==> src/rtl/uart_rx_fifo.sv <==
`default_nettype none
// ============================================================================
// Module      : uart_rx_fifo
// Description : FWFT byte FIFO behind the uart receiver. One byte is captured
//               per rising edge of rx_enable. Bytes that arrive while the FIFO
//               is full and not being popped set a sticky overflow flag.
// Revision    : 1.0 - initial release
// ============================================================================
module uart_rx_fifo #(
    parameter int DEPTH_LOG2 = 4
) (
    input  logic                  clk32,
    input  logic                  reset_,
    input  logic                  rx_enable,
    input  logic [7:0]            rxdata,
    input  logic                  rd_en,
    output logic [7:0]            rd_data,
    output logic                  empty,
    output logic                  full,
    output logic [DEPTH_LOG2:0]   count,
    output logic                  overflow,
    input  logic                  clr_overflow
);

    localparam int                c_DEPTH      = 2 ** DEPTH_LOG2;
    localparam logic [DEPTH_LOG2:0] c_FULL_COUNT = {1'b1, {DEPTH_LOG2{1'b0}}};

    logic [7:0]              r_mem [c_DEPTH];
    logic [DEPTH_LOG2-1:0]   r_wr_ptr;
    logic [DEPTH_LOG2-1:0]   r_rd_ptr;
    logic [DEPTH_LOG2:0]     r_count;
    logic                    r_rx_enable_q;
    logic                    r_overflow;

    logic w_empty;
    logic w_full;
    logic w_push;
    logic w_pop;
    logic w_accept;
    logic w_drop;

    assign w_empty  = (r_count == '0);
    assign w_full   = (r_count == c_FULL_COUNT);
    assign w_push   = rx_enable & ~r_rx_enable_q;
    assign w_pop    = rd_en & ~w_empty;
    // A push into a full FIFO is still accepted when a pop frees the slot.
    assign w_accept = w_push & (~w_full | w_pop);
    assign w_drop   = w_push & w_full & ~w_pop;

    always_ff @(posedge clk32) begin
        if (w_accept) begin
            r_mem[r_wr_ptr] <= rxdata;
        end
    end

    always_ff @(posedge clk32) begin
        if (!reset_) begin
            r_wr_ptr      <= '0;
            r_rd_ptr      <= '0;
            r_count       <= '0;
            r_overflow    <= 1'b0;
            // Held high so a level already present at reset release is not a push.
            r_rx_enable_q <= 1'b1;
        end else begin
            r_rx_enable_q <= rx_enable;
            if (w_accept) begin
                r_wr_ptr <= r_wr_ptr + DEPTH_LOG2'(1);
            end
            if (w_pop) begin
                r_rd_ptr <= r_rd_ptr + DEPTH_LOG2'(1);
            end
            if (w_accept && !w_pop) begin
                r_count <= r_count + (DEPTH_LOG2 + 1)'(1);
            end else if (w_pop && !w_accept) begin
                r_count <= r_count - (DEPTH_LOG2 + 1)'(1);
            end
            if (w_drop) begin
                r_overflow <= 1'b1;
            end else if (clr_overflow) begin
                r_overflow <= 1'b0;
            end
        end
    end

    assign rd_data  = w_empty ? 8'h00 : r_mem[r_rd_ptr];
    assign empty    = w_empty;
    assign full     = w_full;
    assign count    = r_count;
    assign overflow = r_overflow;

endmodule
`default_nettype wire

==> config.mk <==
export PLATFORM = sky130hd
export DESIGN_NAME = uart_rx_fifo
export DESIGN_NICKNAME = d
export VERILOG_FILES = /design/src/rtl/uart_rx_fifo.sv
export SDC_FILE = /design/constraint.sdc
export NUM_CORES = 1
export LEC_CHECK = 0
export CAP_MARGIN = 20
export CELL_PAD_IN_SITES_DETAIL_PLACEMENT = 1
export CELL_PAD_IN_SITES_GLOBAL_PLACEMENT = 1
export CORE_MARGIN = 10
export CORE_UTILIZATION = 30
export CTS_CLUSTER_DIAMETER = 40
export DETAILED_ROUTE_END_ITERATION = 7
export MAX_ROUTING_LAYER = met4
export PLACE_DENSITY = 0.55
export SETUP_SLACK_MARGIN = 0.1
export SLEW_MARGIN = 40
export SYNTH_ARGS = -nofsm -noshare
export SYNTH_HDL_FRONTEND = slang
export SYNTH_SLANG_ARGS = --single-unit
==> constraint.sdc <==
create_clock -name clk32 -period 6.31 [get_ports clk32]
set_clock_uncertainty 0.1 [all_clocks]
set_input_delay 1.262 -clock clk32 [delete_from_list [all_inputs] [get_ports clk32]]
set_output_delay 1.262 -clock clk32 [all_outputs]
set_load 0.005 [all_outputs]
; Word level (Yosys, flattened, before mapping)
; Memories as Yosys holds them, arrays and structs flattened. A register that Yosys moved wholly into a read port is not among the register bits.
; Cells that the tools add are included.
[word_totals]
out_inout_bits = 16
elab_cells = 37
ram_bits = 128
input_bits = 13
mem_count = 1
register_bits = 15
[classes]
n_reduce_logical = 7
muxes = 9
n_eq_ne = 1
bitwise = 10
addsub = 4
[mem_list]
columns = memory, words, width, read_ports, rd_ports_with_merged_regs, write_ports, line
row1 = r_mem, 16, 8, 1, 1, 1, 28  ; logic [7:0] r_mem [c_DEPTH];
[op_table]
columns = operator, count
row1 = 5-bit 2-to-1 mux, 2
row2 = "4-bit by 1-bit adder with 4-bit output, second input constant", 2
row3 = 4-bit 2-to-1 mux, 2
row4 = 8-bit 2-to-1 mux, 1
row5 = "5-bit by 1-bit adder with 5-bit output, second input constant", 1
row6 = 1-bit AND, 5
row7 = "5-bit == test, second input constant", 1
row8 = 5-bit logical NOT, 1
row9 = "5-bit by 1-bit subtractor with 5-bit output, second input constant", 1
row10 = 1-bit 2-to-1 mux, 4
row11 = 1-bit NOT, 4
row12 = 2-bit nonzero test, 2
row13 = 1-bit logical AND, 2
row14 = 1-bit logical NOT, 2
row15 = 1-bit bitwise OR, 1

; Logic depth before layout (Yosys ltp)
[depth]
depth_word = 9
depth_mapped = 10
depth_no_buf = 9

; Least setup slack after synthesis
; OpenSTA, ideal clock, no wires.
[synth_timing]
path_kind = input to register
start = input rx_enable
end = register r_count[3] (netlist: count[3])
path_stages = 9
path_slack_ps = 3099
setup_ps = 62
t_arrival_ps = 3048
required_time_ps = 6148
path_buffers = 0
cell_sequence = nand2b_1 -> a31oi_2 -> ha_1 -> inv_1 -> ha_1 -> a21o_1 -> a21oi_1 -> or4b_2 -> nand3_1
[synth_via]
elab_chain_cells = 5
elab_cells_between_ends = 7
cone_classes = 1 x mux / 2 x bitwise / 4 x reduce/logical
[synth_rtl]
columns = element, line
row1 = "start, declared", 14  ; input logic rx_enable,
row2 = 1-bit AND *, 44  ; assign w_push = rx_enable & ~r_rx_enable_q;
row3 = 1-bit AND *, 47  ; assign w_accept = w_push & (~w_full | w_pop);
row4 = net w_accept, 39  ; logic w_accept;
row5 = 1-bit logical NOT, 74  ; end else if (w_pop && !w_accept) begin
row6 = 1-bit logical AND, 74
row7 = 2-bit nonzero test (no line), -
row8 = "end signal, assigned", 73  ; r_count <= r_count + (DEPTH_LOG2 + 1)'(1);
row9 = "end signal, assigned", 75  ; r_count <= r_count - (DEPTH_LOG2 + 1)'(1);
row10 = "end, declared", 31  ; logic [DEPTH_LOG2:0] r_count;
; Mark *: on every way through the listed nets, which the timed path passes. The rest lies on a longest branch.
; A chain may end at the register's enable or synchronous reset.

==> run metrics <==
layout cells sized above 1=23.72%; total power=roughly 2.8 mW; WP data required=roughly 5000 ps; worst reg-to-reg setup slack=roughly 3300 ps; Worst Setup End Kind=output pin; Clk Latency, worst-skew pair=about 430 ps; Seq. cell area=around 4200 sq um; most instantiated library cell after synthesis=edfxtp_1; post-route setup TNS=0 ps; chip width=between 150 and 200 um; ANT nets after route=0; initial antenna violation count=0; first-pass GRT wire length=a little over 20000 um; Die Footprint=about 26000 sq um; FF-to-FF path depth=9; startpoint types=flip-flop; PortBufs=28; nets=approximately 380; peak supply drop=about 0.19 mV; routed vias=approximately 3000; WL/cell=about 21 um; clk buf depth=2; CTS Root Cell=clkbuf_16; clock slew at reported path FFs=~60 ps; DR DRC count=0; fin worst setup slack=between 2000 and 2500 ps; crit path kind=flip-flop to output pin; yosys warns=0; H-tree depth=4; DR iter-0 viols=between 100 and 150; Post-DP HPWL=between 8000 and 9000 um; RSZ-0062 raised after global routing=no; P per Cell Area=around 390 nW/um^2; syn_area_per_cell=18.21 sq um; clk sinks=between 100 and 150; Commonest cells post-synth=128 x edfxtp_1, 32 x mux4_2, 19 x dfxtp_1; Arrival @ worst endpoint=2800 ps; I/O Pins=29; Mapped Area=around 6000 sq um; Least-Margin Pin Slew=slightly below 800 ps; top-area cell type share of the netlist area=roughly two thirds; Synth Register Bits=~150; Slew headroom=48.35%; Hold Vio Cnt, Final=0; status=completed; Die Height=160.7 um; max-cap violations=0; post-synth cell types=36; hold path start=r_wr_ptr[1]$_SDFFE_PN0P_; LEAKAGE=around 2.2 nW; area of the multi-input gates=approximately 1600 sq um; Post-CTS Hold Buffers=0; largest net degree at the start of global routing=33; Synth area leaders=edfxtp_1 65%, mux4_2 12%, dfxtp_1 6.4%, a211oi_1 2.2%, mux2i_1 2.0%; core area=19460 sq um; Async SR Flop Fraction=0%; Tot GR Track Use=10.95%; FMAX=roughly 240 MHz; FILL cells=~1900; total grt overflow=0; cells after synthesis=approximately 330; CTS buffer count=17; end of the worst hold path=r_wr_ptr[1]$_SDFFE_PN0P_; Post-Place Setup Slack=around 2200 ps; worst hold margin=between 400 and 500 ps; area leader, netlist=edfxtp_1; DRT Wirelength=13170 um; worst r2r dst=count[3]$_SDFFE_PN0P_; Antenna diodes=0; # Post-CTS Setup Buffers=0; vias in the first global route=approximately 3300; period utilization=around two thirds; placement row count=51; GP Congestion=approximately 0.72; iteration count of the initial detailed-routing pass=4; Initial Utilization=30.50%; Synth Flop Type=edfxtp_1; syn_nets=349; Hold Crit Depth=2; sequential-to-total area share from yosys stat=a little under three quarters; via-per-instance ratio=4.722; Resized cells post-CTS=0; maximum fanout along the worst path=32; worst hold path class=flip-flop to flip-flop; crit path time final=4158 ps; CTS tree=built; EDFF count, synth=~130; max-slew violations=0; Final setup viols=0; reg2reg start=count[0]$_SDFFE_PN0P_; Finished Core Util=36.79%; Synth-to-Final Area Change=20.62%
layout make-up:
class                           instances  share of cell area, %
Tap cell                              265                  4.631
Clock buffer                           17                  5.942
Inverter                                6                 0.3146
Timing Repair Buffer                   33                  4.439
Clock inverter                         15                  2.726
Multi-Input combinational cell        153                  22.88
Sequential cell                       147                  59.07
cells by family (layout without fill, tap and decap cells):
family          Yosys count  count (layout)  synth area share (%)
mux                      44              44                 14.17
flops                   147             147                 71.16
fa+ha+maj                10              10                 2.234
xor+xnor                  6               6                0.8853
compound gates           30              30                 3.879
simple gates             63              63                 5.586
buf+inv                  26              71                 2.087
how the worst max path moves through the flow:
stage | from | endpoint | slack, ps | depth (start not counted)
3_5_place_dp | rd_en | count[3]$_SDFFE_PN0P_ | 2240 | 10
2_1_floorplan | rx_enable | count[3]$_SDFFE_PN0P_ | 3100 | 9
5_1_grt | flip-flop | rd_data[1] | 1980 | 5
4_1_cts | flip-flop | rd_data[4] | 2050 | 5
6_report | flip-flop | rd_data[4] | 2150 | 5
3_3_place_gp | flip-flop | rd_data[7] | 2220 | 5
routing by layer:
metal | up-vias | track usage (%) | wire, um
li1 | 1357 | - | -
met1 | 1561 | 13.71 | 6124
met2 | 72 | 16.70 | 6224
met3 | 13 | 3.323 | 677
met4 | 0 | 3.506 | 148
met5 | - | - | 0
sequential cells by signal, indices dropped and copies added, names as in the netlist, named ones only:
register / count
count: 5
overflow: 1
r_rx_enable_q: 1
r_rd_ptr: 4
r_wr_ptr: 4
r_mem: 128
power by group:
part	total (mW)	switching (mW)	leakage (nW)	internal, mW
logic	0.572	0.253	0.590	0.319
registers	1.17	0.0843	1.31	1.09
clock network	1.06	0.429	0.297	0.635
through the flow:
stage | cells | cell area [sq um]
after floorplan | 326 | 5936
after global placement | 604 | 6495
after detailed placement | 604 | 6534
after CTS | 636 | 7154
after global routing | 636 | 7159
final | 636 | 7159
cells in the final DEF, fill, tap and decap left out, drive strengths merged, types with 3 or more instances in the layout:
cell type	synthesis	routed
edfxtp	128	128
mux4	32	32
clkdlybuf4s50	0	28
dfxtp	19	19
a211oi	17	17
clkbuf	9	17
nor2	15	15
inv	6	13
mux2i	12	12
nor2b	11	11
nand2	9	9
ha	9	9
and2	7	7
xnor2	6	6
nand2b	5	5
nand3	5	5
buf	11	5
nor3	5	5
o21a	3	3
bufinv	0	3
clkinvlp	0	3
o21ai	3	3
worst max-delay path: stages (launching register included):
cell and delay, ps:
dfxtp_4 720, mux4_2 610, nor2b_1 150, a211oi_1 300, a211oi_1 80, clkdlybuf4s50_1 490
Note: power is estimated with default switching activity, not from simulation.
